## src/rtl/mem_stage_lsu_pkg.sv

```systemverilog
`default_nettype none
// ============================================================================
// Module      : mem_stage_pkg
// Description : Shared encodings for the memory pipeline stage: access
//               sizes, writeback-select codes, exception codes and FSM
//               state constants.
// Revision    : 1.0 - initial release
// ============================================================================
package mem_stage_pkg;

   // Access size (es_mem_size)
   localparam logic [1:0] c_sz_byte  = 2'd0;
   localparam logic [1:0] c_sz_half  = 2'd1;
   localparam logic [1:0] c_sz_word  = 2'd2;
   localparam logic [1:0] c_sz_dword = 2'd3;

   // Writeback source select (es_wb_sel)
   localparam logic [2:0] c_wb_alu = 3'b000;
   localparam logic [2:0] c_wb_mem = 3'b100;
   localparam logic [2:0] c_wb_pc4 = 3'b010;

   // Exception codes (ms_excp)
   localparam logic [1:0] c_excp_none     = 2'b00;
   localparam logic [1:0] c_excp_misalign = 2'b01;
   localparam logic [1:0] c_excp_timeout  = 2'b10;

   // Stage FSM states
   localparam logic [2:0] c_st_idle  = 3'd0;
   localparam logic [2:0] c_st_req   = 3'd1;
   localparam logic [2:0] c_st_wait  = 3'd2;
   localparam logic [2:0] c_st_done  = 3'd3;
   localparam logic [2:0] c_st_drain = 3'd4;

endpackage
`default_nettype wire

```

## src/rtl/mem_stage_lsu_if.sv

```systemverilog
`default_nettype none
// ============================================================================
// Module      : mem_stage_lsu_if
// Description : Data-memory request/grant/response bus.
//               master : the load/store stage (drives req/we/addr/wdata/wstrb)
//               slave  : the memory (drives gnt/rvalid/rdata)
// Revision    : 1.0 - initial release
// ============================================================================
interface mem_stage_lsu_if #(
   parameter int XLEN = 32
);
   logic              dmem_req;
   logic              dmem_we;
   logic [XLEN-1:0]   dmem_addr;
   logic [XLEN-1:0]   dmem_wdata;
   logic [XLEN/8-1:0] dmem_wstrb;
   logic              dmem_gnt;
   logic              dmem_rvalid;
   logic [XLEN-1:0]   dmem_rdata;

   modport master (
      output dmem_req, dmem_we, dmem_addr, dmem_wdata, dmem_wstrb,
      input  dmem_gnt, dmem_rvalid, dmem_rdata
   );

   modport slave (
      input  dmem_req, dmem_we, dmem_addr, dmem_wdata, dmem_wstrb,
      output dmem_gnt, dmem_rvalid, dmem_rdata
   );
endinterface
`default_nettype wire

```

## src/rtl/mem_stage_lsu_align.sv

```systemverilog
`default_nettype none
// ============================================================================
// Module      : lsu_align
// Description : Combinational lane logic for the load/store unit.
//               Ports: size/off    - access size and byte offset in the word
//                      is_unsigned - zero-extend loads
//                      st_data     - store source, replicated into wdata
//                      wstrb       - byte strobes for the access
//                      rdata       - raw bus read data, extracted to ld_data
//                      misalign    - access not naturally aligned
// Revision    : 1.0 - initial release
// ============================================================================
module lsu_align
   import mem_stage_pkg::*;
#(
   parameter int XLEN = 32
) (
   input  logic [1:0]              size,
   input  logic [$clog2(XLEN/8)-1:0] off,
   input  logic                    is_unsigned,
   input  logic [XLEN-1:0]         st_data,
   input  logic [XLEN-1:0]         rdata,
   output logic [XLEN-1:0]         wdata,
   output logic [XLEN/8-1:0]       wstrb,
   output logic [XLEN-1:0]         ld_data,
   output logic                    misalign
);
   localparam int NB = XLEN / 8;

   logic [NB-1:0]   w_base_strb;
   logic [XLEN-1:0] w_shift;
   logic [XLEN-1:0] w_word_ext;

   // Store data: replicate the access-sized datum into every lane so the
   // strobes alone select the bytes that land.
   always_comb begin
      wdata = st_data;
      case (size)
         c_sz_byte: wdata = {NB{st_data[7:0]}};
         c_sz_half: wdata = {(NB/2){st_data[15:0]}};
         c_sz_word: wdata = {(NB/4){st_data[31:0]}};
         default:   wdata = st_data;
      endcase
   end

   always_comb begin
      w_base_strb = '1;
      case (size)
         c_sz_byte: w_base_strb = NB'(1'b1);
         c_sz_half: w_base_strb = NB'(2'b11);
         c_sz_word: w_base_strb = NB'(4'hF);
         default:   w_base_strb = '1;
      endcase
   end

   assign wstrb = w_base_strb << off;

   // Load data: bring the addressed lane down to bit 0, then extend.
   assign w_shift = rdata >> {off, 3'b000};

   generate
      if (XLEN == 64) begin : g_x64
         assign w_word_ext = is_unsigned ? {32'b0, w_shift[31:0]}
                                         : {{32{w_shift[31]}}, w_shift[31:0]};
      end else begin : g_x32
         assign w_word_ext = w_shift;
      end
   endgenerate

   always_comb begin
      ld_data = w_shift;
      case (size)
         c_sz_byte: ld_data = is_unsigned ? {{(XLEN-8){1'b0}}, w_shift[7:0]}
                                          : {{(XLEN-8){w_shift[7]}}, w_shift[7:0]};
         c_sz_half: ld_data = is_unsigned ? {{(XLEN-16){1'b0}}, w_shift[15:0]}
                                          : {{(XLEN-16){w_shift[15]}}, w_shift[15:0]};
         c_sz_word: ld_data = w_word_ext;
         default:   ld_data = w_shift;
      endcase
   end

   // A dword access on a 32-bit datapath cannot be served and is reported
   // as misaligned so it never reaches the bus.
   always_comb begin
      misalign = 1'b0;
      case (size)
         c_sz_byte: misalign = 1'b0;
         c_sz_half: misalign = off[0];
         c_sz_word: misalign = |off[1:0];
         default:   misalign = (XLEN == 64) ? (|off) : 1'b1;
      endcase
   end

endmodule
`default_nettype wire

```

## src/rtl/mem_stage_lsu.sv

```systemverilog
`default_nettype none
// ============================================================================
// Module      : mem_stage_lsu
// Description : Memory pipeline stage between execute and writeback.
//               Issues at most one request on a req/gnt/rvalid data bus,
//               steers store lanes, extracts/extends load data, flags
//               misaligned accesses and response timeouts, and drains an
//               in-flight response after a flush.
//               Ports: clk/rst_n        - clock, async active-low reset
//                      es_* / ms_allowin - upstream valid/allowin handshake
//                      ms_* / ws_allowin - downstream result and handshake
//                      flush            - kill the held instruction
//                      dmem             - data-memory bus (master side)
// Revision    : 1.0 - initial release
// ============================================================================
module mem_stage_lsu
   import mem_stage_pkg::*;
#(
   parameter int XLEN    = 32,
   parameter int TIMEOUT = 255
) (
   input  logic            clk,
   input  logic            rst_n,
   input  logic            es_to_ms_valid,
   output logic            ms_allowin,
   output logic            ms_to_ws_valid,
   input  logic            ws_allowin,
   input  logic            flush,
   input  logic [XLEN-1:0] es_alu_result,
   input  logic [4:0]      es_rd,
   input  logic            es_rd_wen,
   input  logic            es_mem_re,
   input  logic            es_mem_we,
   input  logic [1:0]      es_mem_size,
   input  logic            es_mem_unsigned,
   input  logic [2:0]      es_wb_sel,
   input  logic [XLEN-1:0] es_pc,
   input  logic [XLEN-1:0] es_st_data,
   mem_stage_lsu_if.master dmem,
   output logic [4:0]      ms_rd,
   output logic            ms_rd_wen,
   output logic [XLEN-1:0] ms_wb_data,
   output logic [XLEN-1:0] ms_pc,
   output logic [1:0]      ms_excp
);
   localparam int OFF_W = $clog2(XLEN / 8);
   localparam int CNT_W = (TIMEOUT < 2) ? 1 : $clog2(TIMEOUT + 1);
   localparam logic [CNT_W-1:0] c_cnt_last = (TIMEOUT == 0) ? '0 : CNT_W'(TIMEOUT - 1);

   logic [2:0]       r_state;
   logic             r_valid;
   logic [XLEN-1:0]  r_alu_result;
   logic [4:0]       r_rd;
   logic             r_rd_wen;
   logic             r_mem_re;
   logic             r_mem_we;
   logic [1:0]       r_size;
   logic             r_unsigned;
   logic [2:0]       r_wb_sel;
   logic [XLEN-1:0]  r_pc;
   logic [XLEN-1:0]  r_st_data;
   logic [XLEN-1:0]  r_ld_data;
   logic [1:0]       r_excp;
   logic [CNT_W-1:0] r_cnt;

   logic             w_ready_go;
   logic             w_accept;
   logic             w_es_mem;
   logic             w_es_misalign;
   logic             w_timeout;
   logic             w_req;
   logic             w_use_latched;
   logic [1:0]       w_al_size;
   logic [OFF_W-1:0] w_al_off;
   logic [XLEN-1:0]  w_wdata;
   logic [XLEN/8-1:0] w_wstrb;
   logic [XLEN-1:0]  w_ld_data;
   logic [XLEN-1:0]  w_wb_data;

   // ---------------------------------------------------------------------
   // Handshake
   // ---------------------------------------------------------------------
   assign w_ready_go     = (r_state == c_st_done);
   assign ms_allowin     = (!r_valid || (w_ready_go && ws_allowin)) && (r_state != c_st_drain);
   assign ms_to_ws_valid = r_valid && w_ready_go && !flush;
   assign w_accept       = es_to_ms_valid && ms_allowin;
   assign w_es_mem       = es_mem_re || es_mem_we;
   assign w_timeout      = (TIMEOUT != 0) && (r_cnt == c_cnt_last);

   // ---------------------------------------------------------------------
   // Lane logic. Accepts only happen in IDLE/DONE, while lane outputs are
   // only consumed in REQ/WAIT, so one instance serves both: it decodes
   // the incoming op for the alignment check and the held op otherwise.
   // ---------------------------------------------------------------------
   assign w_use_latched = (r_state == c_st_req) || (r_state == c_st_wait);
   assign w_al_size     = w_use_latched ? r_size : es_mem_size;
   assign w_al_off      = w_use_latched ? r_alu_result[OFF_W-1:0] : es_alu_result[OFF_W-1:0];

   lsu_align #(
      .XLEN (XLEN)
   ) u_align (
      .size        (w_al_size),
      .off         (w_al_off),
      .is_unsigned (r_unsigned),
      .st_data     (r_st_data),
      .rdata       (dmem.dmem_rdata),
      .wdata       (w_wdata),
      .wstrb       (w_wstrb),
      .ld_data     (w_ld_data),
      .misalign    (w_es_misalign)
   );

   // ---------------------------------------------------------------------
   // Bus outputs: everything is a function of held state, so the request
   // stays stable until granted.
   // ---------------------------------------------------------------------
   assign w_req           = (r_state == c_st_req);
   assign dmem.dmem_req   = w_req;
   assign dmem.dmem_we    = w_req && r_mem_we;
   assign dmem.dmem_addr  = w_req ? {r_alu_result[XLEN-1:OFF_W], {OFF_W{1'b0}}} : '0;
   assign dmem.dmem_wdata = (w_req && r_mem_we) ? w_wdata : '0;
   assign dmem.dmem_wstrb = w_req ? w_wstrb : '0;

   // ---------------------------------------------------------------------
   // Stage FSM and held fields
   // ---------------------------------------------------------------------
   always_ff @(posedge clk or negedge rst_n) begin
      if (!rst_n) begin
         r_state      <= c_st_idle;
         r_valid      <= 1'b0;
         r_alu_result <= '0;
         r_rd         <= '0;
         r_rd_wen     <= 1'b0;
         r_mem_re     <= 1'b0;
         r_mem_we     <= 1'b0;
         r_size       <= '0;
         r_unsigned   <= 1'b0;
         r_wb_sel     <= '0;
         r_pc         <= '0;
         r_st_data    <= '0;
         r_ld_data    <= '0;
         r_excp       <= c_excp_none;
      end else if (w_accept) begin
         // An accept also retires (or, under flush, kills) whatever was in
         // DONE, so back-to-back ops need no bubble.
         r_valid      <= 1'b1;
         r_state      <= (w_es_mem && !w_es_misalign) ? c_st_req : c_st_done;
         r_excp       <= (w_es_mem && w_es_misalign) ? c_excp_misalign : c_excp_none;
         r_alu_result <= es_alu_result;
         r_rd         <= es_rd;
         r_rd_wen     <= es_rd_wen;
         r_mem_re     <= es_mem_re;
         r_mem_we     <= es_mem_we;
         r_size       <= es_mem_size;
         r_unsigned   <= es_mem_unsigned;
         r_wb_sel     <= es_wb_sel;
         r_pc         <= es_pc;
         r_st_data    <= es_st_data;
         r_ld_data    <= '0;
      end else begin
         case (r_state)
            c_st_idle: begin
               r_state <= c_st_idle;
            end
            c_st_req: begin
               if (dmem.dmem_gnt) begin
                  // A grant coinciding with flush still owes a response.
                  r_state <= flush ? c_st_drain : c_st_wait;
                  if (flush) r_valid <= 1'b0;
               end else if (flush) begin
                  r_state <= c_st_idle;
                  r_valid <= 1'b0;
               end
            end
            c_st_wait: begin
               if (flush) begin
                  r_valid <= 1'b0;
                  r_state <= (dmem.dmem_rvalid || w_timeout) ? c_st_idle : c_st_drain;
               end else if (dmem.dmem_rvalid) begin
                  if (r_mem_re) r_ld_data <= w_ld_data;
                  r_state <= c_st_done;
               end else if (w_timeout) begin
                  r_excp  <= c_excp_timeout;
                  r_state <= c_st_done;
               end
            end
            c_st_done: begin
               if (ws_allowin || flush) begin
                  r_valid <= 1'b0;
                  r_state <= c_st_idle;
               end
            end
            c_st_drain: begin
               if (dmem.dmem_rvalid || w_timeout) r_state <= c_st_idle;
            end
            default: begin
               r_state <= c_st_idle;
               r_valid <= 1'b0;
            end
         endcase
      end
   end

   // Response timer: cleared on grant, runs while a response is owed.
   always_ff @(posedge clk or negedge rst_n) begin
      if (!rst_n) begin
         r_cnt <= '0;
      end else if (w_req && dmem.dmem_gnt) begin
         r_cnt <= '0;
      end else if (((r_state == c_st_wait) || (r_state == c_st_drain)) && !w_timeout) begin
         r_cnt <= r_cnt + CNT_W'(1);
      end
   end

   // ---------------------------------------------------------------------
   // Writeback outputs
   // ---------------------------------------------------------------------
   always_comb begin
      w_wb_data = '0;
      case (r_wb_sel)
         c_wb_alu: w_wb_data = r_alu_result;
         c_wb_mem: w_wb_data = r_ld_data;
         c_wb_pc4: w_wb_data = r_pc + XLEN'(4);
         default:  w_wb_data = '0;
      endcase
   end

   assign ms_wb_data = w_wb_data;
   assign ms_rd      = r_rd;
   assign ms_rd_wen  = r_rd_wen && (r_excp == c_excp_none);
   assign ms_pc      = r_pc;
   assign ms_excp    = r_excp;

endmodule
`default_nettype wire

```

## src/flat_wrapper.sv

```systemverilog
// flat-port wrapper written by rule: the top's interface ports become plain ports
module mem_stage_lsu_flat import mem_stage_pkg::*;
#(
   parameter int XLEN    = 32,
   parameter int TIMEOUT = 255
)
  (clk, rst_n, es_to_ms_valid, ms_allowin, ms_to_ws_valid, ws_allowin, flush, es_alu_result, es_rd, es_rd_wen, es_mem_re, es_mem_we, es_mem_size, es_mem_unsigned, es_wb_sel, es_pc, es_st_data, ms_rd, ms_rd_wen, ms_wb_data, ms_pc, ms_excp, dmem_dmem_req, dmem_dmem_we, dmem_dmem_addr, dmem_dmem_wdata, dmem_dmem_wstrb, dmem_dmem_gnt, dmem_dmem_rvalid, dmem_dmem_rdata);
  mem_stage_lsu_if #(.XLEN(XLEN)) dmem_i ();
  input  logic clk;
  input  logic rst_n;
  input  logic es_to_ms_valid;
  output logic ms_allowin;
  output logic ms_to_ws_valid;
  input  logic ws_allowin;
  input  logic flush;
  input  logic [XLEN-1:0] es_alu_result;
  input  logic [4:0] es_rd;
  input  logic es_rd_wen;
  input  logic es_mem_re;
  input  logic es_mem_we;
  input  logic [1:0] es_mem_size;
  input  logic es_mem_unsigned;
  input  logic [2:0] es_wb_sel;
  input  logic [XLEN-1:0] es_pc;
  input  logic [XLEN-1:0] es_st_data;
  output logic [4:0] ms_rd;
  output logic ms_rd_wen;
  output logic [XLEN-1:0] ms_wb_data;
  output logic [XLEN-1:0] ms_pc;
  output logic [1:0] ms_excp;
  output wire logic [$bits(dmem_i.dmem_req)-1:0] dmem_dmem_req;
  output wire logic [$bits(dmem_i.dmem_we)-1:0] dmem_dmem_we;
  output wire logic [$bits(dmem_i.dmem_addr)-1:0] dmem_dmem_addr;
  output wire logic [$bits(dmem_i.dmem_wdata)-1:0] dmem_dmem_wdata;
  output wire logic [$bits(dmem_i.dmem_wstrb)-1:0] dmem_dmem_wstrb;
  input wire logic [$bits(dmem_i.dmem_gnt)-1:0] dmem_dmem_gnt;
  input wire logic [$bits(dmem_i.dmem_rvalid)-1:0] dmem_dmem_rvalid;
  input wire logic [$bits(dmem_i.dmem_rdata)-1:0] dmem_dmem_rdata;
  assign dmem_dmem_req = dmem_i.dmem_req;
  assign dmem_dmem_we = dmem_i.dmem_we;
  assign dmem_dmem_addr = dmem_i.dmem_addr;
  assign dmem_dmem_wdata = dmem_i.dmem_wdata;
  assign dmem_dmem_wstrb = dmem_i.dmem_wstrb;
  assign dmem_i.dmem_gnt = dmem_dmem_gnt;
  assign dmem_i.dmem_rvalid = dmem_dmem_rvalid;
  assign dmem_i.dmem_rdata = dmem_dmem_rdata;
  mem_stage_lsu #(.XLEN(XLEN), .TIMEOUT(TIMEOUT)) u_core (.clk(clk), .rst_n(rst_n), .es_to_ms_valid(es_to_ms_valid), .ms_allowin(ms_allowin), .ms_to_ws_valid(ms_to_ws_valid), .ws_allowin(ws_allowin), .flush(flush), .es_alu_result(es_alu_result), .es_rd(es_rd), .es_rd_wen(es_rd_wen), .es_mem_re(es_mem_re), .es_mem_we(es_mem_we), .es_mem_size(es_mem_size), .es_mem_unsigned(es_mem_unsigned), .es_wb_sel(es_wb_sel), .es_pc(es_pc), .es_st_data(es_st_data), .dmem(dmem_i), .ms_rd(ms_rd), .ms_rd_wen(ms_rd_wen), .ms_wb_data(ms_wb_data), .ms_pc(ms_pc), .ms_excp(ms_excp));
endmodule
```

## config.mk

```make
export PLATFORM = sky130hd
export DESIGN_NAME = mem_stage_lsu_flat
export DESIGN_NICKNAME = d
export VERILOG_FILES = /design/src/rtl/mem_stage_lsu_pkg.sv /design/src/rtl/mem_stage_lsu_if.sv /design/src/rtl/mem_stage_lsu_align.sv /design/src/rtl/mem_stage_lsu.sv /design/src/flat_wrapper.sv
export SDC_FILE = /design/constraint.sdc
export NUM_CORES = 1
export LEC_CHECK = 0
export CORE_AREA = 2 2 136 171
export CTS_CLUSTER_DIAMETER = 80
export DETAILED_ROUTE_END_ITERATION = 6
export DIE_AREA = 0 0 138 173
export GPL_TIMING_DRIVEN = 0
export PLACE_DENSITY = 0.7
export SETUP_SLACK_MARGIN = 0.1
export SLEW_MARGIN = 30
export SYNTH_ARGS = -nofsm -noshare
export SYNTH_HDL_FRONTEND = slang
export SYNTH_SLANG_ARGS = --single-unit
```

## constraint.sdc

```tcl
create_clock -name clk -period 3 [get_ports clk]
set_input_delay 0.6 -clock clk [delete_from_list [all_inputs] [get_ports clk]]
set_output_delay 0.6 -clock clk [all_outputs]
set_load 0.03 [all_outputs]
```

; Yosys cells after proc, flatten, opt, wreduce, memory -nomap -nowiden
; Cells that the tools add are included.
[totals]
ff_bits = 156
input_bits = 149
output_inout_bits = 144
[op_classes]
n_shift = 2
n_eq_ne = 18
add_sub_neg = 2
n_mux = 41
reduce_logical = 37
[ops]
columns = op, count
row1 = $mux W32, 9
row2 = $pmux W32 S2, 2
row3 = $pmux W32 S3, 1
row4 = $add A32 B3 Y32 const B, 1
row5 = $shr A32 B5 Y32, 1
row6 = $mux W3, 10
row7 = $mux W2, 8
row8 = $mux W8, 2
row9 = $pmux W3 S4, 1
row10 = $reduce_and A4 Y1, 3
row11 = $logic_and A1 B1 Y1, 11
row12 = $reduce_bool A2 Y1, 5
row13 = $eq A3 B2 Y1 const B, 3
row14 = $add A8 B1 Y8 const B, 1
row15 = $eq A8 B8 Y1 const B, 1
row16 = $pmux W4 S2, 1
row17 = $eq A3 B3 Y1 const B, 2
row18 = $logic_not A3 Y1, 2
row19 = $logic_or A1 B1 Y1, 6
row20 = $ne A2 B1 Y1 const B, 3
row21 = $ne A3 B1 Y1 const B, 2
row22 = $ne A3 B3 Y1 const B, 2
row23 = $pmux W1 S3, 2
row24 = $reduce_or A2 Y1, 3
row25 = 11 further kinds, 18

; Logic depth before layout (Yosys ltp)
[depth]
depth_word = 11
depth_mapped = 9
mapped_depth_nobuf = 8

; Hierarchy
; From an unflattened synthesis, not the netlist that was laid out.
[unflattened]
hier_cells = 928
area_unflattened_um2 = 9265.1
[modules_own_cells]
columns = mod, cells_per_inst, n_inst, area_each_um2
row1 = mem_stage_lsu, 760, 1, 8027.7
row2 = lsu_align, 168, 1, 1237.4

; Worst setup path before layout
; OpenSTA, ideal clock, no wires.
[synth_path]
path_kind = register -> output
start = register u_core.r_state[1]
end = output dmem_dmem_wdata[28]
stages_incl_launch_ff = 9
slack_ps = -157
arrival_ps = 2557
t_required_ps = 2400
path_cell_list = dfrtp_1 > xnor2_1 > nor2_1 > buf_4 > mux2i_2 > buf_2 > buf_1 > nor2_1 > a311oi_1
[synth_via]
elab_chain_cells = 6
[synth_rtl]
columns = item, line_no
row1 = from (decl), mem_stage_lsu.sv:50  ; logic [2:0] r_state;
row2 = from (signal assigned), mem_stage_lsu.sv:129  ; r_state <= c_st_idle;
row3 = from (signal assigned), mem_stage_lsu.sv:147  ; r_state <= (w_es_mem && !w_es_misalign) ? c_st_req : c_st_done;
row4 = from (signal assigned), mem_stage_lsu.sv:163  ; r_state <= c_st_idle;
row5 = $eq A3 B1 Y1 / $eq A3 B2 Y1 (equally long branches), "mem_stage_lsu.sv:95, mem_stage_lsu.sv:117"
row6 = $logic_or A1 B1 Y1, mem_stage_lsu.sv:95  ; assign w_use_latched = (r_state == c_st_req) || (r_state == c_st_wait);
row7 = $mux W2, mem_stage_lsu.sv:96  ; assign w_al_size = w_use_latched ? r_size : es_mem_size;
row8 = $eq A2 B1 Y1 / $logic_not A2 Y1 (equally long branches), mem_stage_lsu_align.sv:38  ; case (size)
row9 = $pmux W32 S2, mem_stage_lsu_align.sv:38
row10 = $mux W32 (*), mem_stage_lsu.sv:121  ; assign dmem.dmem_wdata = (w_req && r_mem_we) ? w_wdata : '0;
row11 = to (decl), flat_wrapper.sv:34  ; output wire logic [$bits(dmem_i.dmem_wdata)-1:0] dmem_dmem_wdata;
; Mark *: on every way between the ends. The rest lies on a longest branch, timed or not.

; Worst setup path after layout
[layout_path]
start = register u_core.r_state[1]
end = output dmem_dmem_wdata[12]
; Same word-level chain as after synthesis.

==> out/qor.csv <==
stage,metric,value,unit
detailed_routing,drt_iter0_markers,444,
power_and_ir_drop,psw,7.57,mW
worst_setup_path,rr_worst_depth,10,
floorplanning,floorplan.rows,61,
power_and_ir_drop,netSwitchingFraction,44.8,%
worst_setup_path,crit_arrival,2.45,ns
sta,min_period,3.05,ns
cts,tritoncts_clock_tree,yes,
power_and_ir_drop,vdd_drop_max,0.592,mV
synth,synthesis.instances,824,
sta,final-max-slew-violation-count,0,
synth,synth_top_cell_area_share,44.7,%
power_and_ir_drop,power.static_leakage,6.02,nW
worst_setup_path,r2r_end,u_core.r_ld_data[3],
outcome,violations,negative setup slack,
grt,use_met2,44.6,%
sta,finalHoldWorstSlack,0.0231,ns
sta,slew_headroom,43.6,%
placement,hpwl,22500,um
synth,synth_top_flop_cell,sky130_fd_sc_hd__dfrtp_1,
cts,tritoncts.num_buffers,17,
sta,finalClockSkew,0.0162,ns
final_layout,drive_gt1_share,37.5,%
power_and_ir_drop,comb_power_share,62.7,%
grt,grt.overflow.total,0,
synth,synth-warning-count,0,
grt,grtUsageTotal,25.7,%
cts,cts_sinks,156,
sta,worst_slack,-0.0494,ns
sta,report.final.setup_viol,7,
detailed_routing,route.detailed.vias_per_inst,5.37,
synth,post_synth_most_frequent_cells,"sky130_fd_sc_hd__dfrtp_1, sky130_fd_sc_hd__mux2_2, sky130_fd_sc_hd__nand2_1, sky130_fd_sc_hd__nor2_1, sky130_fd_sc_hd__mux2i_1",
synth,syn-mean-instance-area,10.6,um2
placement,io_buffer_count,290,
detailed_routing,firstDrtPassIters,5,
grt,grt_antenna_before_repair,7,
cts,worstSkewPairLatency,0.44,ns
sta,fin_tns_setup,-0.130,ns
final_layout,fill_cells,1870,
cts,clockBufferDepth,2,
detailed_routing,routed-via-count,8035,
grt,use_met3,6.90,%
power_and_ir_drop,intPower,9.33,mW
worst_setup_path,crit_path_end_kind,output port,
cts,ctsRootBufferMaster,sky130_fd_sc_hd__clkbuf_16,
grt,first_pass_grt_wire_length,48000,um
grt,first_global_vias,8281,
detailed_routing,detail_route.wirelength,31400,um
grt,grt_max_degree,77,
synth,netlist-cell-type-count,56,
floorplanning,die-area,0.0239,mm2
grt,groute.layer.met1.usage,30.3,%
cts,htreeDepth,4,
min_path,min_path_type,primary input to asynchronous set/reset pin,
sta,worst_pin_slew,0.823,ns
job,timing.max_cap.violations,0,
final_layout,seq_area,0.00392,mm2
floorplanning,design.portCount,293,
power_and_ir_drop,power.share.clock,13.5,%
synth,netlist.top_cell.by_area,sky130_fd_sc_hd__dfrtp_1,
sta,fin_crit_share,102,%
floorplanning,floorplan.initialDensity,39.4,%
outcome,outcome,"finished, violations left",
synth,synth.cell_area,0.00872,mm2
detailed_routing,routedWlPerCell,21.0,um
synth,synth-seq-area-share,44.7,%
detailed_routing,post-route-drc-count,0,
worst_setup_path,timing.setup.critical_path_class,flop to output port,
grt,gr-max-usage-layer,met2,
floorplanning,die_width,138,um
placement,routabilityCongestion,0.896,
detailed_routing,drtAntennaViolNets,0,
worst_setup_path,worstPathMaxFanout,5,
synth,synth-async-reset-ratio,100,%
synth,synth_most_common_cell,sky130_fd_sc_hd__dfrtp_1,
sta,hold_viol,0,
final_layout,layout.core_utilization,62.2,%
worst_setup_path,timing.reg2reg.setup_slack,0.23,ns
worst_setup_path,startpoint_type,flop,
synth,number_of_enable_flip_flop_cells_after_synthesis,0,
synth,postSynthRegisterBits,156,
floorplanning,floorplan.die.height,173,um
worst_setup_path,regToRegStartpoint,u_core.r_state[0],
power_and_ir_drop,report.power.total,16.9,mW
worst_setup_path,worst_ep_required_time,2.40,ns
final_layout,area_of_the_multi_input_gates,0.00506,mm2
final_layout,layout.nets,1351,
cts,clock_pin_slew_worst_setup_and_hold_paths,0.06,ns
placement,placement.setup.worst_slack,-1.21,ns
final_layout,relative_area_change_from_synthesis_to_final_layout,57.8,%
floorplanning,placeableCoreArea,0.0221,mm2
power_and_ir_drop,seq_power_share,23.8,%
sta,timing.fmax,0.328,GHz
power_and_ir_drop,p_per_area,1230,mW/mm2
sta,grt_setup_unrepaired,true,
synth,cell_types_occupying_the_most_area_after_synthesis,"sky130_fd_sc_hd__dfrtp_1, sky130_fd_sc_hd__mux2_2, sky130_fd_sc_hd__mux2i_1",
## cells by family (layout without fill, tap and decap cells)
family | count (synthesis) | count (layout) | share of synthesized area [%]
other | 1 | 5 | 0.0430
DFF | 156 | 156 | 44.7
muxes | 176 | 176 | 22.4
AOI/OAI and AO/OA | 131 | 131 | 10.4
xor gates and xnor gates | 36 | 36 | 3.61
adders and majority gates | 3 | 3 | 0.430
and+or+nand+nor | 259 | 260 | 15.3
buffers and inverters | 62 | 447 | 3.05
## power groups by stage
stage | clock (mW) | combinational, mW | sequential [mW]
after floorplan | 0 | 5.22 | 4.19
after global placement | 0 | 8.66 | 3.94
after detailed placement | 0 | 8.75 | 3.97
after CTS | 2.30 | 10.1 | 4.01
after global routing | 2.39 | 11.2 | 4.16
final | 2.28 | 10.6 | 4.03
## routing by layer
layer | vias to the layer above | share of wire [%]
met4 | 2 | 2.9
met3 | 61 | 6.9
li1 | 3720 | -
met1 | 3940 | 40
met2 | 312 | 50
met5 | - | 0.060
## layout make-up
class | instances | area share [%]
Sequential cell | 156 | 28.5
Buffer | 52 | 3.20
Clock buffer | 25 | 3.60
Timing Repair Buffer | 357 | 24.3
Clock inverter | 6 | 0.791
Antenna cell | 3 | 0.0545
Multi-Input combinational cell | 608 | 36.8
Tap cell | 283 | 2.57
Inverter | 7 | 0.227
## registers in the layout, summed over array words and instances, names as in the netlist
register	count
u_core.r_wb_sel	3
u_core.r_ld_data	32
u_core.r_st_data	32
u_core.r_state	3
u_core.r_cnt	8
u_core.ms_rd	5
u_core.r_valid	1
u_core.r_unsigned	1
u_core.r_mem_re	1
u_core.r_alu_result	32
u_core.ms_pc	32
u_core.r_size	2
u_core.ms_excp	2
u_core.r_mem_we	1
u_core.r_rd_wen	1
## per-stage QoR
step	instance area, um2	cells
final	13800	1497
after global routing	13800	1497
after CTS	13500	1466
after detailed placement	12100	1400
after global placement	12000	1398
after floorplan	8780	825
## how the worst max path moves through the flow
stage,from,end,slack (ns),depth (start not counted)
after detailed placement,u_core.r_state[0],dmem_dmem_addr[18],-1.21,8
after floorplan,u_core.r_state[0],dmem_dmem_wdata[24],0.13,6
after CTS,u_core.r_state[1],dmem_dmem_wdata[18],-0.05,11
after global placement,rst_n,u_core.ms_pc[27],-5.34,1
final,u_core.r_state[1],dmem_dmem_wdata[12],-0.05,9
after global routing,u_core.r_state[0],dmem_dmem_wdata[27],-0.10,9
## critical path, stage by stage (launching register included)
cell                      delay [ns]
sky130_fd_sc_hd__dfrtp_2        0.45
sky130_fd_sc_hd__xnor2_2        0.16
sky130_fd_sc_hd__nor2_2         0.13
sky130_fd_sc_hd__buf_6          0.16
sky130_fd_sc_hd__mux2_4         0.38
sky130_fd_sc_hd__nor2_4         0.22
sky130_fd_sc_hd__buf_6          0.15
sky130_fd_sc_hd__nand2_4        0.04
sky130_fd_sc_hd__a21oi_2        0.18
sky130_fd_sc_hd__buf_6          0.15
## cell usage in the layout (no fill, tap or decap), types with 16 or more instances in the layout
cell type                         count
sky130_fd_sc_hd__a21oi_1             16
sky130_fd_sc_hd__a22oi_1             17
sky130_fd_sc_hd__and2_1              29
sky130_fd_sc_hd__buf_2               30
sky130_fd_sc_hd__buf_4               82
sky130_fd_sc_hd__buf_6               33
sky130_fd_sc_hd__clkbuf_1            16
sky130_fd_sc_hd__clkbuf_16           22
sky130_fd_sc_hd__clkdlybuf4s50_1    188
sky130_fd_sc_hd__dfrtp_1            141
sky130_fd_sc_hd__mux2_2             125
sky130_fd_sc_hd__mux2i_1             42
sky130_fd_sc_hd__nand2_1             66
sky130_fd_sc_hd__nor2_1              52
sky130_fd_sc_hd__o21ai_0             21
sky130_fd_sc_hd__xnor2_1             18
## timing repair
item                       in CTS  in global routing
buffers inserted               31                 30
setup endpoints to repair     164                133
gates cloned                    7                  0
resized for setup             609                 73
hold buffers                    0                  0
pin swaps                      32                 20
Note: power is estimated with default switching activity, not from simulation.
